`config.mk`:
```
export PLATFORM = sky130hd
export DESIGN_NAME = uart_program_loader
export DESIGN_NICKNAME = d
export VERILOG_FILES = /design/src/rtl/uart_program_loader.sv
export SDC_FILE = /design/constraint.sdc
export NUM_CORES = 1
export LEC_CHECK = 0
export ABC_AREA = 1
export CELL_PAD_IN_SITES_DETAIL_PLACEMENT = 1
export CELL_PAD_IN_SITES_GLOBAL_PLACEMENT = 1
export CORE_MARGIN = 1.5
export CORE_UTILIZATION = 42
export CTS_CLUSTER_DIAMETER = 40
export CTS_CLUSTER_SIZE = 28
export DETAILED_ROUTE_END_ITERATION = 10
export PLACE_DENSITY = 0.79
export SYNTH_ARGS = -nofsm -noshare
export SYNTH_HDL_FRONTEND = slang
export SYNTH_SLANG_ARGS = --single-unit
```
`constraint.sdc`:
```
create_clock -name clk -period 2.2 [get_ports clk]
set_input_delay 0.44 -clock clk [delete_from_list [all_inputs] [get_ports clk]]
set_output_delay 0.44 -clock clk [all_outputs]
set_load 0.05 [all_outputs]
```
`src/rtl/uart_program_loader.sv`:
```
// UART program loader: receives a length-prefixed image over 8N1 serial and writes 32-bit words to imem.
// Define LOADER_CHECKSUM_EN to require a trailing XOR checksum byte before the core is released.
module uart_program_loader #(
    parameter int CLKS_PER_BIT = 434,
    parameter int ADDR_WIDTH   = 10
) (
    input  logic        clk,
    input  logic        resetn,
    input  logic        uart_rx,
    output logic        imem_we,
    output logic [31:0] imem_addr,
    output logic [31:0] imem_wdata,
    output logic        core_resetn,
    output logic        load_busy,
    output logic        load_done,
    output logic        load_error,
    output logic [15:0] words_loaded
);
    localparam int            CW        = $clog2(CLKS_PER_BIT);
    localparam logic [CW-1:0] FULL_M1   = CW'(CLKS_PER_BIT - 1);
    localparam logic [CW-1:0] HALF_M1   = CW'(CLKS_PER_BIT / 2 - 1);
    localparam logic [16:0]   MAX_WORDS = 17'(2 ** ADDR_WIDTH);

    typedef enum logic [1:0] {RX_IDLE, RX_START, RX_DATA, RX_STOP} rx_state_t;

`ifdef LOADER_CHECKSUM_EN
    typedef enum logic [2:0] {L_LEN0, L_LEN1, L_DATA, L_CSUM, L_DONE, L_ERR} ld_state_t;
    localparam ld_state_t L_END = L_CSUM;
`else
    typedef enum logic [2:0] {L_LEN0, L_LEN1, L_DATA, L_DONE, L_ERR} ld_state_t;
    localparam ld_state_t L_END = L_DONE;
`endif

    logic          r_rx_s1;
    logic          r_rx_s2;
    rx_state_t     r_rx_state;
    logic [CW-1:0] r_baud_cnt;
    logic [2:0]    r_bit_idx;
    logic [7:0]    r_rx_shift;
    logic          r_byte_valid;
    logic          r_frame_err;

    ld_state_t     r_state;
    logic [7:0]    r_len_lo;
    logic [15:0]   r_len;
    logic [23:0]   r_word;
    logic [1:0]    r_byte_idx;
    logic          r_imem_we;
    logic [31:0]   r_imem_addr;
    logic [31:0]   r_imem_wdata;
    logic          r_core_resetn;
    logic          r_load_busy;
    logic          r_load_done;
    logic          r_load_error;
    logic [15:0]   r_words_loaded;
`ifdef LOADER_CHECKSUM_EN
    logic [7:0]    r_csum;
`endif

    logic [15:0]   w_len;
    logic          w_last_word;

    assign w_len       = {r_rx_shift, r_len_lo};
    assign w_last_word = (r_words_loaded == r_len - 16'd1);

    always_ff @(posedge clk or negedge resetn) begin
        if (!resetn) begin
            r_rx_s1 <= 1'b1;
            r_rx_s2 <= 1'b1;
        end else begin
            r_rx_s1 <= uart_rx;
            r_rx_s2 <= r_rx_s1;
        end
    end

    // Start bit is re-checked mid-bit so short low glitches are rejected as false starts.
    always_ff @(posedge clk or negedge resetn) begin
        if (!resetn) begin
            r_rx_state   <= RX_IDLE;
            r_baud_cnt   <= '0;
            r_bit_idx    <= '0;
            r_rx_shift   <= '0;
            r_byte_valid <= 1'b0;
            r_frame_err  <= 1'b0;
        end else begin
            r_byte_valid <= 1'b0;
            r_frame_err  <= 1'b0;
            case (r_rx_state)
                RX_IDLE: begin
                    if (!r_rx_s2) begin
                        r_rx_state <= RX_START;
                        r_baud_cnt <= HALF_M1;
                    end
                end
                RX_START: begin
                    if (r_baud_cnt == '0) begin
                        if (r_rx_s2) begin
                            r_rx_state <= RX_IDLE;
                        end else begin
                            r_rx_state <= RX_DATA;
                            r_baud_cnt <= FULL_M1;
                            r_bit_idx  <= '0;
                        end
                    end else begin
                        r_baud_cnt <= r_baud_cnt - 1'b1;
                    end
                end
                RX_DATA: begin
                    if (r_baud_cnt == '0) begin
                        r_rx_shift <= {r_rx_s2, r_rx_shift[7:1]};
                        r_baud_cnt <= FULL_M1;
                        r_bit_idx  <= r_bit_idx + 3'd1;
                        if (r_bit_idx == 3'd7) begin
                            r_rx_state <= RX_STOP;
                        end
                    end else begin
                        r_baud_cnt <= r_baud_cnt - 1'b1;
                    end
                end
                RX_STOP: begin
                    if (r_baud_cnt == '0) begin
                        r_byte_valid <= r_rx_s2;
                        r_frame_err  <= !r_rx_s2;
                        r_rx_state   <= RX_IDLE;
                    end else begin
                        r_baud_cnt <= r_baud_cnt - 1'b1;
                    end
                end
                default: r_rx_state <= RX_IDLE;
            endcase
        end
    end

    always_ff @(posedge clk or negedge resetn) begin
        if (!resetn) begin
            r_state        <= L_LEN0;
            r_len_lo       <= '0;
            r_len          <= '0;
            r_word         <= '0;
            r_byte_idx     <= '0;
            r_imem_we      <= 1'b0;
            r_imem_addr    <= '0;
            r_imem_wdata   <= '0;
            r_core_resetn  <= 1'b0;
            r_load_busy    <= 1'b0;
            r_load_done    <= 1'b0;
            r_load_error   <= 1'b0;
            r_words_loaded <= '0;
`ifdef LOADER_CHECKSUM_EN
            r_csum         <= '0;
`endif
        end else begin
            r_imem_we <= 1'b0;
            // A framing error anywhere before completion poisons the whole image.
            if (r_frame_err && r_state != L_DONE && r_state != L_ERR) begin
                r_state <= L_ERR;
            end else begin
                case (r_state)
                    L_LEN0: begin
                        if (r_byte_valid) begin
                            r_len_lo    <= r_rx_shift;
                            r_load_busy <= 1'b1;
                            r_state     <= L_LEN1;
                        end
                    end
                    L_LEN1: begin
                        if (r_byte_valid) begin
                            r_len      <= w_len;
                            r_byte_idx <= '0;
`ifdef LOADER_CHECKSUM_EN
                            r_csum     <= '0;
`endif
                            if ({1'b0, w_len} > MAX_WORDS) begin
                                r_state <= L_ERR;
                            end else if (w_len == 16'd0) begin
                                r_state <= L_END;
                            end else begin
                                r_state <= L_DATA;
                            end
                        end
                    end
                    L_DATA: begin
                        if (r_byte_valid) begin
                            r_word     <= {r_rx_shift, r_word[23:8]};
                            r_byte_idx <= r_byte_idx + 2'd1;
`ifdef LOADER_CHECKSUM_EN
                            r_csum     <= r_csum ^ r_rx_shift;
`endif
                            if (r_byte_idx == 2'd3) begin
                                r_imem_we    <= 1'b1;
                                r_imem_addr  <= {14'd0, r_words_loaded, 2'b00};
                                r_imem_wdata <= {r_rx_shift, r_word};
                                if (r_words_loaded != 16'hFFFF) begin
                                    r_words_loaded <= r_words_loaded + 16'd1;
                                end
                                if (w_last_word) begin
                                    r_state <= L_END;
                                end
                            end
                        end
                    end
`ifdef LOADER_CHECKSUM_EN
                    L_CSUM: begin
                        if (r_byte_valid) begin
                            r_state <= (r_rx_shift == r_csum) ? L_DONE : L_ERR;
                        end
                    end
`endif
                    L_DONE: begin
                        r_core_resetn <= 1'b1;
                        r_load_done   <= 1'b1;
                        r_load_busy   <= 1'b0;
                    end
                    L_ERR: begin
                        r_load_error  <= 1'b1;
                        r_load_busy   <= 1'b0;
                        r_core_resetn <= 1'b0;
                    end
                    default: r_state <= L_ERR;
                endcase
            end
        end
    end

    assign imem_we      = r_imem_we;
    assign imem_addr    = r_imem_addr;
    assign imem_wdata   = r_imem_wdata;
    assign core_resetn  = r_core_resetn;
    assign load_busy    = r_load_busy;
    assign load_done    = r_load_done;
    assign load_error   = r_load_error;
    assign words_loaded = r_words_loaded;
endmodule

```
Word level (Yosys, flattened, before mapping). Cells that the tools add are included.

Flip-flop bits (word level): 148. Input bits: 3. Output and inout port bits: 85. Logic and storage cells: 125.

Add/sub/neg operators: 5. Magnitude comparators: 1. Equal/unequal tests: 30. Mux-type cells: 40. Bitwise logic cells: 1. Reductions and logical operators: 27.

Operators by type and width (number): two-way mux 9 bit (5); one-hot mux 9 bit (4 select lines) (1); two-way mux 3 bit (10); != test 3 bit, second input constant (7); != test 2 bit, second input constant (10); adder 16 x 1 -> 16 bit, second input constant (1); equality test 16 bit (1); greater-than comparator 16 x 11 -> 1 bit, second input constant (1); zero test 16 bit (1); two-way mux 2 bit (8); != test 16 bit, second input constant (1); subtractor 16 x 1 -> 16 bit, second input constant (1); AND reduction 3 bit (5); one-hot mux 3 bit (4 select lines) (1); AND reduction 4 bit (3); two-way mux 1 bit (10); AND reduction 5 bit (2); zero test 9 bit (1); subtractor 9 x 1 -> 9 bit, second input constant (1); one-hot mux 2 bit (4 select lines) (1); AND reduction 2 bit (4); nonzero test 2 bit (4); equality test 2 bit, second input constant (3); equality test 3 x 2 -> 1 bit, second input constant (2); other kinds (17) (20).

Depth between registers and ports, before layout.
Word-level depth: 7. Mapped depth: 16. Gate-level depth less buffers: 16.

Least setup slack after synthesis. Ideal clock, no wire load.

Path kind: reg2reg. Start point: register r_words_loaded[1], in the netlist words_loaded[1]. End point: register r_words_loaded[6], in the netlist words_loaded[6]. Library setup time: 147 ps. Arrival: 2125 ps. Path slack: -72 ps. Cell stages (with the launch flop): 11. Buffers on the path: 1. Path through: dfrtp_1 > ha_1 > nand3_1 > nor2_1 > nand2_1 > nor3_1 > nand4_1 > nand2_2 > buf_6 > nor2_1 > xor2_1.

Word-level cells in the longest chain between the ends: 2. Elaborated cells on any way between the ends: 3. Classes of those cells: add/sub: 1; eq/ne: 1; reduce/logical: 1.

RTL lines: from (decl) (RTL line 55) `logic [15:0] r_words_loaded;`; from (signal assigned) (RTL line 194) `r_words_loaded <= r_words_loaded + 16'd1;`; branches (longest 2 deep; another with adder 16 x 1 -> 16 bit).

Parallel ways; which one is timed is not known. A chain may end at the register's enable or synchronous reset.

Worst setup path in the final report.
Start point: register r_words_loaded[15], in the netlist words_loaded[15]. End point: output words_loaded[15].

RTL lines: to (decl) (RTL line 17) `output logic [15:0] words_loaded`.

No word-level cell between the ends.

==> impl_metrics.yaml <==
die:
  pin_count: 88
  core_region_area_mm2: 0.01594
  die_x_um: 131.0
  initial_utilization_pct: 43.19
  rows: 46
  dieArea_mm2: 0.01717
  die_h_um: 131.0
synthesis:
  synthMostInstantiatedCell: "nand2_1"
  yosysTopAreaCell: "dfrtp_1"
  synth-seq-area-share_pct: 53.83
  yosysUniqueCellTypes: 43
  syn_area_mm2: 0.006885
  synth_edf_count: 0
  async_reset_ff_share_pct: 100.0
  yosys-top-cells-area: "dfrtp_1 53%, nand2_1 11%, o21ai_0 8.5%"
  synthCells: 796
  yosysWarnings: 0
  synthFlopType: "dfrtp_1"
  synth.ff_latch_count: 148
  synth_top_cell_area_share_pct: 53.06
  netlist_top_cells_count: "202 x nand2_1, 146 x dfrtp_1, 117 x o21ai_0"
  avgSynthCellArea_um2: 8.650
route:
  wirelength_um: 17970
  vias: 5642
  firstDrtPassIters: 5
  drt_iter0_markers: 346
  drc: 0
  via_per_inst: 5.069
  wire_per_inst_um: 16.14
  postRouteAntennaNets: 0
timing:
  grt_setup_unrepaired: "false"
  slew_headroom_pct: 61.87
  clock_skew_ps: 14.41
  final.min_clock_period_ps: 2146
  timing.final.crit_share_pct: 97.56
  setup_viol: 0
  clock.fmax_mhz: 465.9
  worstMarginPinSlew_ps: 568.1
  hold_slack_ps: -18.03
  drv_slew: 0
  hold_viol: 7
cts:
  cts_buffers: 17
  cts.path.max_buffers: 2
  cts_tree: "done"
  h-tree-depth: 4
  cts_setup_buffers: 0
  clk_latency_ps: 430
  clkSinkCount: 148
  clk_pin_slew_worst_paths_ps: 70
  ctsHoldBuffers: 0
  cts-root-buf: "clkbuf_16"
final_layout:
  num_antenna_cells: 0
  final_cells: 1113
  nNetsFinal: 898
  fill_cells: 1897
  area_delta_synth_final_pct: 24.39
  multiInputGateArea_mm2: 0.002699
  drive_above_1_share_pct: 10.03
  regArea_mm2: 0.003709
grt:
  grt_pass1_wl_um: 29730
  grt_pass1_vias: 5914
  grtUsageTotal_pct: 22.41
  antenna_found_initial: 0
  grt_max_degree: 65
  overflow: 0
pwr:
  p_sw_mw: 1.323
  switching_share_pct: 22.93
  p_total_mw: 5.770
  p_leak_nw: 4.210
  p_int_mw: 4.447
  combPwrFrac_pct: 2.3
  p_clk_share_pct: 50.4
  ir_worst_vdd_uv: 504.9
  p_per_area_mw_per_mm2: 673.7
  seq_power_share_pct: 47.3
placement:
  io_buffers: 71
  dp_hpwl_um: 12970
  dp.cells: 1081
  gp_congestion: 0.8639
worst_setup_path:
  worst-setup-path-type: "register to primary output"
  cp-start-kind: "register"
  cpLargestDelayFamily: "buffers and inverters"
  max_stage_delay_ps: 840
  worstPathArrival_ps: 1710
  cp.required_ps: 1760
  crit_buf_inv: 1
  critPathSlowestCell: "clkdlybuf4s50_1"
  cp_max_fo: 4
  crit_chain: "clkdlybuf4s50_1"
  crit_path_end_kind: "primary output"
outcome:
  status: "complete, but fails checks"
  violations: "hold timing"
job:
  cap_violations: 0
min_path:
  hold_path.class: "input port to async pin"
[layout by cell type (no fill, tap or decap), types with 3 or more instances in the layout]
master / count
ha_1: 9
a32o_1: 3
nor2_1: 48
dlymetal6s2s_1: 5
inv_1: 97
clkdlybuf4s50_1: 59
dlygate4sd2_1: 6
a21oi_1: 9
nand3_1: 31
nor3_2: 5
buf_4: 18
nand2_1: 199
xor2_1: 29
clkinv_4: 5
a31oi_1: 3
nor3_1: 7
dfrtp_1: 144
clkbuf_16: 17
nand2_4: 4
nor2_2: 3
inv_2: 4
inv_8: 3
conb_1: 16
nor4_1: 4
nand4_1: 6
o21ai_0: 117
nand2_2: 4
[power groups by stage]
| stage | combinational, mW | sequential (mW) | clock [mW] |
|---|---|---|---|
| floorplan | 0.0832 | 2.78 | 0 |
| global placement | 0.134 | 2.78 | 0 |
| detailed placement | 0.136 | 2.78 | 0 |
| CTS | 0.137 | 2.73 | 2.97 |
| global route | 0.147 | 2.72 | 3.08 |
| finish | 0.133 | 2.73 | 2.91 |
[metrics by stage]
| stage | setup slack (ps) | cell area, µm² | util (%) | setup TNS, ps | hold slack [ps] |
|---|---|---|---|---|---|
| after detailed placement | -5.379 | 7890 | 49.49 | -5.379 | 347.5 |
| after CTS | 0.8413 | 8489 | 53.25 | 0 | 1.421 |
| after global routing | 4.167 | 8564 | 53.72 | 0 | 12.18 |
| after floorplan | 100.6 | 6944 | - | 0 | 144.4 |
| after global placement | 136.8 | 7890 | 49.49 | 0 | 345.5 |
| final | 53.76 | 8564 | 53.72 | 0 | -18.03 |
[worst paths after layout]
path	cells past startpoint	slack (ps)	start	end
worst max-delay path	1	50	words_loaded[15]$_DFFE_PN0P_	words_loaded[15]
worst min-delay path	1	-20	resetn	imem_addr[3]$_DFFE_PN0P_
worst max register to register	8	140	words_loaded[1]$_DFFE_PN0P_	words_loaded[9]$_DFFE_PN0P_
worst min register to register	0	360	r_rx_s1$_DFF_PN1_	r_rx_s2$_DFF_PN1_
max in group asynchronous	2	1560	resetn	r_rx_s2$_DFF_PN1_
min in group clk	0	360	r_rx_s1$_DFF_PN1_	r_rx_s2$_DFF_PN1_
[layout make-up]
class                           count  share of cell area [%]
Sequential cell                   148                   43.30
Timing Repair Buffer               92                   10.55
Inverter                          102                   4.485
Tap cell                          216                   3.156
Clock buffer                       18                   5.011
Multi-Input combinational cell    523                   31.51
Clock inverter                     14                   1.987
[per-layer routing]
metal / track usage (%) / part of all wire [%]
met1: 28.53 / 45
met2: 39.57 / 50
met3: 4.275 / 3.2
met4: 5.171 / 0.93
met5: 0 / 0
[kinds of logic (layout without fill, tap and decap cells)]
| kind of cell | Yosys count | count (layout) | synth area share, % |
|---|---|---|---|
| flip-flops | 148 | 148 | 53.83 |
| buffers and inverters | 140 | 226 | 8.759 |
| AO/OA/AOI/OAI | 142 | 142 | 11.12 |
| other | 1 | 16 | 0.05446 |
| AND/OR/NAND/NOR | 322 | 322 | 20.13 |
| multiplexers | 1 | 1 | 0.1635 |
| XOR/XNOR | 31 | 31 | 3.943 |
| adder cells (fa/ha/maj) | 11 | 11 | 1.999 |
[what timing repair did]
action	4_1_cts	5_1_grt
cloned	0	0
pin swaps	0	0
endpoints found under the setup margin	9	12
gates resized for setup	9	20
[flip-flops by register name (all words and copies together), names as in the netlist, named ones only]
signal and flops:
load_busy 1, r_word 24, r_rx_state 1, r_rx_s2 1, r_rx_s1 1, r_baud_cnt 9, r_frame_err 1, r_len 16
imem_addr 16, r_byte_valid 1, imem_we 1, r_bit_idx 3, imem_wdata 32, r_len_lo 8, r_state 3, load_error 1
words_loaded 16, load_done 1, core_resetn 1, r_byte_idx 2, r_rx_shift 8
Note: power is estimated with default switching activity, not from simulation.
